$ cat src/rtl/rf_wb_arbiter.sv
// rf_wb_arbiter: merges the ALU writeback and the load-return stream onto the single
// register-file write port. ALU writes take priority and never stall. Loads wait in a
// small FIFO and drain on idle ALU cycles. An ALU write cancels any older queued load
// to the same register (WAW), so the stale load data never reaches the RF.
// Optional feature macro: WB_BYPASS_EN (forwarding search over the queued loads).
module rf_wb_arbiter #(
    parameter int unsigned AW     = 5,
    parameter int unsigned DW     = 32,
    parameter int unsigned QDEPTH = 4
) (
    input  logic                      clk,
    input  logic                      rst_n,
    input  logic                      alu_we,
    input  logic [AW-1:0]             alu_addr,
    input  logic [DW-1:0]             alu_data,
    input  logic                      ld_valid,
    output logic                      ld_ready,
    input  logic [AW-1:0]             ld_addr,
    input  logic [DW-1:0]             ld_data,
    output logic                      rf_we,
    output logic [AW-1:0]             rf_addr,
    output logic [DW-1:0]             rf_data,
    output logic [$clog2(QDEPTH):0]   q_count,
    input  logic [AW-1:0]             byp_addr,
    output logic                      byp_hit,
    output logic [DW-1:0]             byp_data
);

    localparam int unsigned PW = $clog2(QDEPTH);
    localparam int unsigned CW = PW + 1;

    logic [AW-1:0] addr_q [QDEPTH];
    logic [DW-1:0] data_q [QDEPTH];
    logic          live_q [QDEPTH];
    logic [PW-1:0] wr_ptr;
    logic [PW-1:0] rd_ptr;
    logic          push;
    logic          pop;

    // Full is judged on the current occupancy only, so a same-cycle pop never frees a slot early.
    assign ld_ready = (q_count < CW'(QDEPTH));

    // Push when a load is offered and there is room; pop only on cycles the ALU leaves free.
    always_comb begin
        push = ld_valid && ld_ready;
        pop  = !alu_we && (q_count != '0);
    end

    // Load FIFO storage, WAW cancellation and occupancy tracking.
    always_ff @(posedge clk or negedge rst_n) begin
        if (!rst_n) begin
            for (int unsigned i = 0; i < QDEPTH; i++) begin
                addr_q[i] <= '0;
                data_q[i] <= '0;
                live_q[i] <= 1'b0;
            end
            wr_ptr  <= '0;
            rd_ptr  <= '0;
            q_count <= '0;
        end else begin
            // Cancel older entries first; the slot written below is the younger load and stays live.
            if (alu_we) begin
                for (int unsigned i = 0; i < QDEPTH; i++) begin
                    if (addr_q[i] == alu_addr) begin
                        live_q[i] <= 1'b0;
                    end
                end
            end
            if (push) begin
                addr_q[wr_ptr] <= ld_addr;
                data_q[wr_ptr] <= ld_data;
                live_q[wr_ptr] <= 1'b1;
                wr_ptr         <= wr_ptr + PW'(1);
            end
            if (pop) begin
                rd_ptr <= rd_ptr + PW'(1);
            end
            case ({push, pop})
                2'b10:   q_count <= q_count + CW'(1);
                2'b01:   q_count <= q_count - CW'(1);
                default: q_count <= q_count;
            endcase
        end
    end

    // Registered RF write port: ALU first, then FIFO head, otherwise idle with address/data held.
    always_ff @(posedge clk or negedge rst_n) begin
        if (!rst_n) begin
            rf_we   <= 1'b0;
            rf_addr <= '0;
            rf_data <= '0;
        end else if (alu_we) begin
            rf_we   <= (alu_addr != '0);
            rf_addr <= alu_addr;
            rf_data <= alu_data;
        end else if (q_count != '0) begin
            rf_we   <= live_q[rd_ptr] && (addr_q[rd_ptr] != '0);
            rf_addr <= addr_q[rd_ptr];
            rf_data <= data_q[rd_ptr];
        end else begin
            rf_we   <= 1'b0;
        end
    end

`ifdef WB_BYPASS_EN
    logic [PW-1:0] byp_idx;

    // Walk oldest to youngest so the last live match (the youngest) wins.
    always_comb begin
        byp_hit  = 1'b0;
        byp_data = '0;
        byp_idx  = '0;
        for (int unsigned i = 0; i < QDEPTH; i++) begin
            byp_idx = rd_ptr + PW'(i);
            if ((CW'(i) < q_count) && live_q[byp_idx] &&
                (addr_q[byp_idx] == byp_addr) && (byp_addr != '0)) begin
                byp_hit  = 1'b1;
                byp_data = data_q[byp_idx];
            end
        end
    end
`else
    logic unused_byp_addr;

    // Bypass search not built; query address is deliberately ignored.
    assign unused_byp_addr = ^byp_addr;
    assign byp_hit         = 1'b0;
    assign byp_data        = '0;
`endif

endmodule
$ cat config.mk
export PLATFORM = sky130hd
export DESIGN_NAME = rf_wb_arbiter
export DESIGN_NICKNAME = d
export VERILOG_FILES = /design/src/rtl/rf_wb_arbiter.sv
export SDC_FILE = /design/constraint.sdc
export NUM_CORES = 1
export LEC_CHECK = 0
export ABC_AREA = 1
export BUFFER_PORTS_ARGS = -buffer_cell sky130_fd_sc_hd__buf_2
export CELL_PAD_IN_SITES_DETAIL_PLACEMENT = 0
export CELL_PAD_IN_SITES_GLOBAL_PLACEMENT = 1
export CORE_MARGIN = 3
export CORE_UTILIZATION = 47
export CTS_BUF_LIST = sky130_fd_sc_hd__clkbuf_4 sky130_fd_sc_hd__clkbuf_8
export CTS_CLUSTER_SIZE = 16
export DETAILED_ROUTE_END_ITERATION = 10
export GPL_ROUTABILITY_DRIVEN = 0
export PLACE_DENSITY_LB_ADDON = 0.1
export SLEW_MARGIN = 20
export SYNTH_ARGS = -nofsm -noshare
export SYNTH_HDL_FRONTEND = slang
export SYNTH_SLANG_ARGS = --single-unit
$ cat constraint.sdc
create_clock -name clk -period 5.8 [get_ports clk]
set_clock_uncertainty 0.05 [all_clocks]
set_input_delay 0.87 -clock clk [delete_from_list [all_inputs] [get_ports clk]]
set_output_delay 0.87 -clock clk [all_outputs]
set_load 0.02 [all_outputs]
Word level (Yosys, flattened, before mapping)
Index checks and enable logic that the tools add are counted.

Word-level logic and storage cells: 75. Register bits after elaboration: 197. Output and inout bits: 75. Bits of input ports: 83.

Bitwise logic cells: 3. Muxes and demuxes: 30. Add/sub/neg operators: 4. Order comparisons: 4. Reductions and logical operators: 10. Eq/ne operators: 6.

Operator list (count): 32-bit 2-to-1 mux (5); 128-bit bitwise mux (1); 32-bit binary-select mux with 2-bit select (1); 32-bit demux with 2-bit select (1); 5-bit 2-to-1 mux (5); 20-bit bitwise mux (1); 5-bit equality test (4); 5-bit binary-select mux with 2-bit select (1); 5-bit demux with 2-bit select (1); 5-bit nonzero test (2); 1-bit 2-to-1 mux (9); 4-bit 2-to-1 mux (2); 3-bit greater-or-equal comparator (second input constant) (2); 2-bit NOT with 3-bit output (2); 3-bit case mux with 2 select lines (1); 2-bit by 1-bit adder with 2-bit output (second input constant) (2); 1-bit logical AND (4); 4-bit bitwise OR (1); 2-bit nonzero test (2); 3-bit by 1-bit adder with 3-bit output (second input constant) (1); 3-bit by 1-bit less-than comparator with 1-bit output (second input constant) (1); 3-bit less-than comparator (second input constant) (1); 3-bit nonzero test (1); 3-bit by 1-bit subtractor with 3-bit output (second input constant) (1); 5 further kinds (5).

Depth between registers and ports, before layout
Gate-level depths: netlist of run 1.

Depth in word-level cells: 8. Mapped depth: 9. Gate-level depth less buffers: 8.

Worst setup path after synthesis of run 1
No wires, ideal clock.

Path kind: input to register. Start: input port alu_we. End: register q_count[2]. Arrival time: 2.264 ns. Path slack: 3.356 ns. Buffers on the path: 1. Cell stages on the path: 8. Cell sequence: buf_4 > a21oi_2 > ha_1 > inv_1 > fa_1 > a21oi_1 > o21ai_0 > xor2_1.

Longest elaborated chain between the ends: 4.

Ends and longest elaborated chain: start: declaration (RTL line 13) `input logic alu_we,`; 1-bit logical NOT (*) (RTL line 46) `pop = !alu_we && (q_count != '0);`; 1-bit logical AND (*) (RTL line 46); 2-bit by 1-bit equality test with 1-bit output / 2-bit equality test (equally long branches) (RTL line 78) `case ({push, pop})`; 3-bit case mux with 2 select lines / 2-bit nonzero test (equally long branches); end signal: assignment (RTL line 79) `2'b10: q_count <= q_count + CW'(1);`; end signal: assignment (RTL line 80) `2'b01: q_count <= q_count - CW'(1);`; end signal: assignment (RTL line 81) `default: q_count <= q_count;`; end: declaration (RTL line 23) `output logic [$clog2(QDEPTH):0] q_count,`.

Every way passes the cells marked *; elsewhere a longest branch is shown, timed or not. A chain may end at the register's enable or synchronous reset.

Worst setup path in the final report of run 1
Start: input port alu_we. End: register rf_addr[4].

Longest elaborated chain between the ends: 1.

Ends and longest elaborated chain: 5-bit 2-to-1 mux / 2-bit nonzero test (equally long branches); end signal: assignment (RTL line 94) `rf_addr <= alu_addr;`; end signal: assignment (RTL line 98) `rf_addr <= addr_q[rd_ptr];`; end: declaration (RTL line 21) `output logic [AW-1:0] rf_addr,`.

Several ways; a longest one is shown, not always the timed one.

==> impl_metrics.csv, run 1 <==
group,metric,value,unit
critical_path,r2r-start,"rd_ptr[1]",
timing,period_share,0.528,
timing,tns,0,ps
timing,hold_viol,0,
die,die_area,22300,µm²
final_layout,nets,1357,
grt,grt_pass1_wl,37500,µm
critical_path,crit_top_cell,"inv_2",
final_layout,final_layout_size_suffix_gt1_frac,0.144,
yosys,ys_warn_count,0,
yosys,syn-cell-area,9650,µm²
final_layout,synthToLayoutAreaGrowth,8.18,%
place,place_ws,2200,ps
clock_tree,clockBufferDepth,2,
critical_path,ff2ff_setup_slack,3170,ps
yosys,synthTopCellsByArea,"dfrtp_1 51%, nand2_1 15%, o21ai_1 7.3%, inv_1 4.6%, o21ai_0 4.4%",
critical_path,crit_end,"rf_addr[4]",
place,placed_area,10000,µm²
timing,fin_crit,3060,ps
critical_path,critPathKind,"primary input to register",
critical_path,cp_max_fo,40,
timing,grt_setup_unrepaired,"false",
die,num_io_pins,158,
critical_path,cp.depth,6,
critical_path,cp-end-kind,"register",
power,seqPwrFrac,0.454,
place,io_buffers,119,
drt,ant_nets,0,
flow_run,maxCapViolations,0,
outcome,status,"finished clean",
timing,setup-violations-final,0,
drt,vias,7623,
yosys,synth_seq_area_share,0.511,
clock_tree,cts.clk_slew.worst_paths,100,ps
yosys,yosys.area.top_type,"dfrtp_1",
die,initial_core_util,0.486,
die,fp-row-count,51,
critical_path,reg2reg_depth,7,
power,combPwrFrac,0.382,
grt,grt.total_usage,0.211,
grt,gr-total-overflow,0,
die,coreArea,19800,µm²
drt,vias_per_cell,4.93,
power,p_leak,5.44,nW
timing,max_freq,0.326,GHz
yosys,synth_cell_type_count,31,
grt,grt_pass1_vias,7097,
die,die_x,149,µm
power,clockPowerShare,0.164,
critical_path,crit_family,"buffers and inverters",
grt,grt_start_max_net_pins,95,
clock_tree,cts.sinks,197,
power,p_switching,0.00230,W
critical_path,worstSetupStartpoint,"alu_we",
worst_hold_path,hold_class,"primary input to async pin",
critical_path,max_stage_delay,810,ps
final_layout,finish.utilization,0.526,
critical_path,worst_path_max_delay_cell,"inv_2",
critical_path,cp.buffers_inverters,3,
yosys,synth.ff_latch_count,197,
clock_tree,clock_latency,460,ps
critical_path,arrival,3380,ps
clock_tree,htreeDepth,4,
critical_path,crit_chain,"buf_2 > inv_2 > nand3_4 > inv_2 > nand2_1 > o211ai_1",
power,swShare,0.417,
critical_path,worst_ep_required_time,6120,ps
drt,drtPass1Iterations,5,
power,ir_worst_vdd,0.263,mV
yosys,netlist.area_leader.share,0.511,
timing,tightest_slew,1020,ps
yosys,postSynthCellCount,1194,
clock_tree,cts_root_buf,"clkbuf_8",
final_layout,fin_area,10400,µm²
final_layout,n_antenna_cell,0,
power,p_int,0.00321,W
timing,slew_viol_final,0,
place,post-dp-hpwl,13300,µm
drt,drc,0,
clock_tree,ctsHoldBuffers,0,
power,powerDensity,527,nW/µm²
timing,timing.hold.ws,430,ps
timing,fin_ws,2740,ps
clock_tree,ctsResizeCount,0,
critical_path,startpoint_type,"primary input",
die,fp.dieH,149,µm
drt,wl_per_cell,14.7,µm
clock_tree,cts_setup_buffers,0,
critical_path,regToRegEndpoint,"rf_data[31]",
clock_tree,cts_tree,"done",
timing,maxSlewHeadroom,0.321,
drt,wl,22800,µm
yosys,avgSynthCellArea,8.08,µm²
clock_tree,cts_buffers,17,
grt,antenna_found_initial,0,
drt,drt-initial-drc-count,548,
worst reg2reg max path: cells and delay by family (launching register included):
kind,cells,cell delay (ps)
AOI/OAI and AO/OA,2,370
buffers and inverters,1,690
DFF,1,1040
and+or+nand+nor,4,370
cell usage in the layout, fill, tap and decap left out, drive strengths merged, types with 15 or more instances in the layout:
master / Yosys / final
nand2: 382 / 382
o21ai: 224 / 224
dfrtp: 197 / 197
buf: 90 / 126
inv: 122 / 124
a21oi: 68 / 68
nand3: 52 / 52
conb: 1 / 33
clkbuf: 14 / 26
nor2: 15 / 15
cell usage after synthesis (all sizes together):
cell type,count
buf,90
nor2,15
inv,122
nand3,52
o21bai,1
clkinv,3
o21ai,224
fa,1
ha,5
clkbuf,14
nand4,3
o22ai,6
nand2,382
conb,1
xnor2,1
xor2,4
o211ai,5
a21oi,68
dfrtp,197
how the worst min path moves through the flow:
stage               cells after the start          end
finish                                  1   rf_data[2]
floorplan                               2    live_q[2]
global placement                        2    live_q[0]
detailed placement                      2  rf_data[18]
global route                            2    live_q[3]
CTS                                     2  rf_data[18]
power by group through the flow:
stage                     Sequential [W]  Clock, W  Combinational [W]
final                            0.00250  0.000904            0.00210
after global routing             0.00259  0.000992            0.00246
after CTS                        0.00250  0.000931            0.00213
after detailed placement         0.00251         0            0.00213
after global placement           0.00251         0            0.00208
after floorplan                  0.00250         0            0.00165
per-stage QoR:
step	cells	total power, W
global placement	1514	0.00459
global route	1546	0.00604
detailed placement	1514	0.00464
finish	1546	0.00551
floorplan	1226	0.00415
CTS	1546	0.00556
state kept, by name, summed over array words and instances, names as in the netlist:
signal	count
q_count	3
rf_we	1
live_q	4
rf_addr	5
addr_q	20
rf_data	32
rd_ptr	2
wr_ptr	2
data_q	128
per-layer routing:
| metal | up-vias | GRT usage | part of all wire | wire length (µm) |
|---|---|---|---|---|
| met5 | - | 0 | 0 | 0 |
| li1 | 3885 | - | - | - |
| met3 | 17 | 0.0298 | 0.043 | 979 |
| met4 | 0 | 0.0494 | 0.011 | 241 |
| met2 | 180 | 0.331 | 0.45 | 10200 |
| met1 | 3541 | 0.312 | 0.50 | 11300 |
final cells by class:
class	count	area [µm²]
timing repair buffer	127	664
clock buffer	25	307
clock inverter	7	95.1
fill	1985	9400
tap	265	332
multi-input combinational	800	3640
inverter	125	472
sequential	197	4930
cell families after synthesis:
group	Yosys count	synth area share
xor gates and xnor gates	5	0.00454
other	1	0.000389
and+or+nand+nor	452	0.187
adders and majority gates	6	0.00856
DFF	197	0.511
AOI/OAI and AO/OA	304	0.164
buffers and inverters	229	0.125
Note: power is estimated with default switching activity, not from simulation.
==> run 2, diff against run 1 <==
--- a/config.mk
+++ b/config.mk
@@ -5,12 +5,12 @@
 export SDC_FILE = /design/constraint.sdc
 export NUM_CORES = 1
 export LEC_CHECK = 0
-export ABC_AREA = 1
+export ABC_AREA = 0
 export BUFFER_PORTS_ARGS = -buffer_cell sky130_fd_sc_hd__buf_2
 export CELL_PAD_IN_SITES_DETAIL_PLACEMENT = 0
 export CELL_PAD_IN_SITES_GLOBAL_PLACEMENT = 1
 export CORE_MARGIN = 3
-export CORE_UTILIZATION = 47
+export CORE_UTILIZATION = 48
 export CTS_BUF_LIST = sky130_fd_sc_hd__clkbuf_4 sky130_fd_sc_hd__clkbuf_8
 export CTS_CLUSTER_SIZE = 16
 export DETAILED_ROUTE_END_ITERATION = 10
==> constraint.sdc (replaced) <==
create_clock -name clk -period 3.05 [get_ports clk]
set_clock_uncertainty 0.05 [all_clocks]
set_input_delay 0.4575 -clock clk [delete_from_list [all_inputs] [get_ports clk]]
set_output_delay 0.4575 -clock clk [all_outputs]
set_load 0.02 [all_outputs]
==> run 2 against run 1 <==
Net effect: critical path depth up 3; sequential share of layout area rose by 0.86 points; register-to-register slack got worse by 2200 ps; global-route usage fell by 1.8 points; non-clock buffer count up 11; sequential power grew 89%; flip-flop and latch count unchanged; first-iteration DRC count down 57%; worst hold slack worse by 230 ps; via count down 30%; clock power grew 86%.
==> impl_metrics.csv, run 2 <==
group,metric,value,unit
timing,setup-violations-final,0,
critical_path,max_stage_delay,450,ps
yosys,avgSynthCellArea,14.3,µm²
timing,grt_setup_unrepaired,"false",
critical_path,critPathKind,"register to register",
yosys,synth_edf_count,0,
drt,wl_per_cell,19.0,µm
grt,antenna_found_initial,0,
critical_path,worst_path_max_delay_cell,"dfrtp_1",
place,post-dp-hpwl,12800,µm
drt,top_layer,"met4",
yosys,synth_seq_area_share,0.539,
grt,grt_pass1_vias,5805,
drt,ant_nets,0,
final_layout,final_cell_mix,"195 x dfrtp_1, 148 x mux2_2, 118 x buf_2",
timing,hold_viol,0,
outcome,status,"finished clean",
clock_tree,htreeDepth,4,
critical_path,cp.buffers_inverters,3,
drt,wl,18900,µm
critical_path,cp-end-kind,"register",
die,num_io_pins,158,
grt,grt_start_max_net_pins,86,
power,p_leak,4.63,nW
yosys,synth_compound_area_frac,0.0290,
die,fp-row-count,49,
power,combPwrFrac,0.398,
yosys,ys_warn_count,0,
final_layout,finish.utilization,0.559,
final_layout,largest_reg_flops,128,
grt,grt.total_usage,0.193,
critical_path,worst_ep_required_time,3390,ps
drt,vias_per_cell,5.34,
yosys,synthAdderAreaFrac,0.00903,
timing,tns,0,ps
final_layout,biggestRegsByFlops,"data_q: 128 flops, rf_data: 32 flops, addr_q: 20 flops",
critical_path,crit_top_cell,"inv_1",
yosys,postSynthCellCount,639,
final_layout,fin_area,10200,µm²
drt,drtPass1Iterations,5,
yosys,synth-async-reset-ratio,1.00,
final_layout,top_register,"data_q",
drt,vias,5310,
critical_path,startpoint_type,"register",
timing,tightest_slew,686,ps
worst_hold_path,hold_class,"primary input to register",
yosys,yosys.area_share.simple,0.0270,
die,die_area,20700,µm²
yosys,ys.flop_type,"dfrtp_1",
final_layout,synthToLayoutAreaGrowth,12.1,%
yosys,synth_top_family_by_area,"multiplexers",
die,die_x,144,µm
yosys,synthXorXnorAreaFrac,0.0249,
yosys,netlist.area_leader.share,0.539,
clock_tree,cts.sinks,197,
timing,maxSlewHeadroom,0.543,
final_layout,final_layout_size_suffix_gt1_frac,0.475,
drt,wl_met3,892,µm
drt,wl_met1,7920,µm
yosys,synth.area.mux_share,0.312,
clock_tree,clockBufferDepth,2,
place,io_buffers,119,
power,ir_worst_vdd,0.487,mV
grt,grt_pass1_wl,30700,µm
timing,fin_crit,2070,ps
final_layout,nets,841,
power,seqPwrFrac,0.444,
clock_tree,cts_setup_buffers,0,
yosys,synth.ff_latch_count,197,
power,finalPower,0.0106,W
power,p_int,0.00700,W
drt,drc,0,
critical_path,arrival,2410,ps
final_layout,layout_commonest_cell,"dfrtp_1",
clock_tree,cts_buffers,17,
critical_path,cp_max_fo,9,
yosys,syn-cell-area,9150,µm²
clock_tree,cts_tree,"done",
power,powerDensity,1040,nW/µm²
final_layout,fillers,1521,
timing,period_share,0.677,
critical_path,crit_family,"adder cells",
drt,drt-initial-drc-count,238,
grt,gr-total-overflow,0,
yosys,yosys.area.top_type,"dfrtp_1",
critical_path,crit_chain,"inv_1 > a31oi_2 > buf_4 > ha_1 > inv_1 > fa_1 > xor2_1 > nor2_1 > xnor2_1",
clock_tree,cts_root_buf,"clkbuf_8",
yosys,synth_common_cells,"197 x dfrtp_1, 148 x mux2_2, 46 x nand2_1",
place,placed_area,9840,µm²
clock_tree,clock_latency,460,ps
critical_path,worstSetupStartpoint,"q_count[0]",
die,coreArea,18300,µm²
yosys,synthTopCellsByArea,"dfrtp_1 54%, mux2_2 18%, mux4_2 9.4%, mux2i_1 3.6%, buf_4 3.4%",
clock_tree,cts.clk_slew.worst_paths,110,ps
die,initial_core_util,0.499,
worst_hold_path,hp-start,"ld_data[13]",
yosys,synth.most_common_cell,"dfrtp_1",
yosys,synth_cell_type_count,29,
timing,max_freq,0.484,GHz
flow_run,maxCapViolations,0,
die,fp.dieH,144,µm
power,swShare,0.342,
power,p_switching,0.00364,W
drt,met2WireLength,9850,µm
timing,slew_viol_final,0,
critical_path,r2r-start,"q_count[0]",
power,clockPowerShare,0.158,
-- run 2: layout make-up --
class                   instances  area (µm²)  area share
flip-flops and latches        197        4930       0.481
multi-input cells             386        3810       0.372
repair buffers                138         774      0.0756
well taps                     229         287      0.0280
clock buffers                  19         262      0.0255
clock inverters                13         138      0.0134
inverters                      12        45.0     0.00440
diodes                          1        2.50    0.000244
-- run 2: power groups by stage --
stage | Sequential [W] | Clock (W) | Combinational [W]
2_1_floorplan | 0.00484 | 0 | 0.00309
3_3_place_gp | 0.00470 | 0 | 0.00420
3_5_place_dp | 0.00480 | 0 | 0.00431
4_1_cts | 0.00474 | 0.00174 | 0.00432
5_1_grt | 0.00491 | 0.00184 | 0.00463
6_report | 0.00473 | 0.00168 | 0.00424
-- run 2: kinds of logic (layout without fill, tap and decap cells) --
kind of cell	Yosys count	in the layout
AO/OA/AOI/OAI	46	46
other	1	34
buffers and inverters	88	182
XOR/XNOR	26	26
AND/OR/NAND/NOR	56	56
multiplexers	219	219
adder cells (fa/ha/maj)	6	6
flip-flops	197	197
-- run 2: worst reg2reg max path: cells and delay by family, from the launching register on --
kind | cells | cell delay [ps]
xor+xnor | 2 | 270
compound gates | 1 | 170
fa+ha+maj | 2 | 570
flops | 1 | 450
buf+inv | 3 | 390
simple gates | 1 | 110
-- run 2: repair_timing --
| action | CTS | global route |
|---|---|---|
| gates resized for setup | 0 | 0 |
| hold endpoints to repair | 64 | 0 |
| hold buffers | 1 | 0 |
-- run 2: worst paths after layout --
| path | endpoint | slack, ps | cells after the start |
|---|---|---|---|
| hold reg to reg | rf_data[0] | 430 | 2 |
| setup reg to reg | q_count[2] | 980 | 9 |
| min in group asynchronous | addr_q[4] | 540 | 2 |
| hold / removal | data_q[109] | 200 | 2 |
| setup / recovery | q_count[2] | 980 | 9 |
| max in group asynchronous | data_q[15] | 1510 | 3 |
-- run 2: metal layers --
metal,up-vias,track usage
met5,-,0
met2,116,0.338
li1,2449,-
met3,13,0.0466
met1,2732,0.244
met4,0,0.0436
-- run 2: through the flow --
step           hold slack, ps  setup slack, ps  cells
3_3_place_gp              407              735    961
6_report                  204              984    995
5_1_grt                   182              796    994
4_1_cts                   170              957    994
3_5_place_dp              415              660    961
2_1_floorplan             112              843    671
==> run 3, diff against run 2 <==
--- a/config.mk
+++ b/config.mk
@@ -10,7 +10,7 @@
 export CELL_PAD_IN_SITES_DETAIL_PLACEMENT = 0
 export CELL_PAD_IN_SITES_GLOBAL_PLACEMENT = 1
 export CORE_MARGIN = 3
-export CORE_UTILIZATION = 48
+export CORE_UTILIZATION = 43
 export CTS_BUF_LIST = sky130_fd_sc_hd__clkbuf_4 sky130_fd_sc_hd__clkbuf_8
 export CTS_CLUSTER_SIZE = 16
 export DETAILED_ROUTE_END_ITERATION = 10
==> constraint.sdc (replaced) <==
create_clock -name clk -period 1.75 [get_ports clk]
set_clock_uncertainty 0.05 [all_clocks]
set_input_delay 0.2625 -clock clk [delete_from_list [all_inputs] [get_ports clk]]
set_output_delay 0.2625 -clock clk [all_outputs]
set_load 0.02 [all_outputs]
==> run 3 against run 2 <==
Net effect: register-to-register slack got worse by 920 ps; via count grew 3.6%; die area increased by 11%; sequential share of layout area is 2.9 points lower; worst hold slack worse by 170 ps; fmax is 22% higher; non-clock buffer count grew 40; critical endpoint unchanged; flip-flop and latch count unchanged; first-iteration DRC count unchanged; global-route usage down 1.5 points; critical path depth decreased by 1.
==> impl_metrics.csv, run 3 (same netlist as run 2, synthesis figures left out) <==
group,metric,value,unit
clock_tree,cts.sinks,197,
clock_tree,cts.clk_slew.worst_paths,100,ps
critical_path,critPathKind,"register to register",
grt,grt_pass1_vias,6155,
timing,period_share,0.966,
drt,wl_per_cell,18.5,µm
critical_path,r2r-start,"q_count[0]",
timing,hold_viol,0,
critical_path,cp_max_fo,2,
grt,grt_start_max_net_pins,61,
power,ir_worst_vdd,0.812,mV
die,coreArea,20600,µm²
timing,max_freq,0.592,GHz
drt,vias,5503,
drt,met2WireLength,10100,µm
final_layout,final_cell_mix,"192 x dfrtp_1, 148 x mux2_2, 118 x buf_2",
die,fp.dieH,152,µm
final_layout,biggestRegsByFlops,"data_q: 128 flops, rf_data: 32 flops, addr_q: 20 flops",
worst_hold_path,hold_class,"primary input to register",
final_layout,layout_commonest_cell,"dfrtp_1",
timing,setup-violations-final,0,
critical_path,reg2reg_depth,8,
die,die_area,23100,µm²
timing,slew_viol_final,0,
critical_path,startpoint_type,"register",
clock_tree,clockBufferDepth,2,
place,io_buffers,119,
clock_tree,clock_latency,450,ps
drt,wl_met3,992,µm
drt,ant_nets,0,
drt,wl,19900,µm
grt,grt.total_usage,0.178,
drt,drc,0,
power,p_switching,0.00650,W
critical_path,cp-end-kind,"register",
drt,drt-initial-drc-count,238,
die,num_io_pins,158,
final_layout,top_register,"data_q",
final_layout,fillers,1777,
power,combPwrFrac,0.425,
critical_path,worstSetupStartpoint,"q_count[0]",
flow_run,maxCapViolations,0,
final_layout,synthToLayoutAreaGrowth,19.3,%
timing,grt_setup_unrepaired,"true",
drt,wl_met1,8560,µm
drt,vias_per_cell,5.12,
die,initial_core_util,0.445,
drt,top_layer,"met5",
place,place_ws,34.9,ps
power,p_leak,4.89,nW
critical_path,regToRegEndpoint,"q_count[2]",
die,die_x,152,µm
timing,fin_crit,1690,ps
critical_path,arrival,2020,ps
grt,gr-total-overflow,0,
clock_tree,cts_root_buf,"clkbuf_8",
critical_path,worst_ep_required_time,2080,ps
power,seqPwrFrac,0.423,
power,p_int,0.0127,W
grt,grt_pass1_wl,32900,µm
grt,antenna_found_initial,1,
final_layout,final_layout_size_suffix_gt1_frac,0.481,
place,post-dp-hpwl,13700,µm
final_layout,largest_reg_flops,128,
final_layout,n_antenna_cell,0,
final_layout,nets,881,
power,clockPowerShare,0.151,
worst_hold_path,worstHoldPathCells,2,
critical_path,ff2ff_setup_slack,60,ps
outcome,status,"finished clean",
power,swShare,0.339,
final_layout,finish.utilization,0.531,
timing,fin_ws,60.1,ps
clock_tree,htreeDepth,4,
die,fp-row-count,52,
critical_path,crit_end,"q_count[2]",
power,powerDensity,1760,nW/µm²
clock_tree,cts_tree,"done",
drt,drtPass1Iterations,4,
clock_tree,cts_buffers,17,
-- run 3: how the worst min path moves through the flow --
stage	start	slack [ps]	endpoint
floorplan	rst_n	-80	addr_q[0]
global placement	rst_n	190	data_q[123]
detailed placement	rst_n	200	rf_data[26]
CTS	ld_data[12]	0.6	data_q[108]
global route	ld_addr[4]	20	addr_q[19]
finish	ld_data[0]	40	data_q[0]
-- run 3: what timing repair did --
action                                  in CTS  in global routing
hold buffers                                26                  0
endpoints found under the setup margin       0                  3
gates resized for setup                      0                  1
hold endpoints to repair                   117                  0
setup buffers                                0                  0
-- run 3: area by class of cell --
class                   count  area, µm²  area share
multi-input cells         386       3830       0.351
repair buffers            178       1360       0.125
inverters                  12       45.0     0.00413
clock inverters            12        119      0.0109
clock buffers              20        275      0.0252
flip-flops and latches    197       4940       0.453
well taps                 270        338      0.0310
-- run 3: metrics by stage --
step                hold slack, ps  instances  area [µm²]  setup TNS (ps)  power [W]
floorplan                    -83.1        671        9280            -236     0.0139
global placement               185       1017       10200               0     0.0160
detailed placement             197       1017       10200               0     0.0165
CTS                          0.592       1075       10900               0     0.0194
global route                  17.4       1075       10900           -19.0     0.0205
finish                        37.6       1075       10900               0     0.0192
-- run 3: routing by layer --
layer | global-route usage | vias up
met5 | 0 | -
met4 | 0.0462 | 2
met3 | 0.0384 | 18
met2 | 0.307 | 147
met1 | 0.231 | 2811
li1 | - | 2525
-- run 3: power by group through the flow --
stage / Sequential [W] / Clock [W] / Combinational [W]
2_1_floorplan: 0.00845 / 0 / 0.00541
3_3_place_gp: 0.00801 / 0 / 0.00799
3_5_place_dp: 0.00824 / 0 / 0.00824
4_1_cts: 0.00814 / 0.00301 / 0.00830
5_1_grt: 0.00842 / 0.00320 / 0.00886
6_report: 0.00812 / 0.00290 / 0.00815
-- run 3: critical path: stages (launching register included) --
cell and delay [ps]:
dfrtp_2 380, inv_2 60, a31oi_4 210, ha_4 160
inv_2 30, fa_2 330, xor2_1 150, nor2_1 120
xnor2_1 120
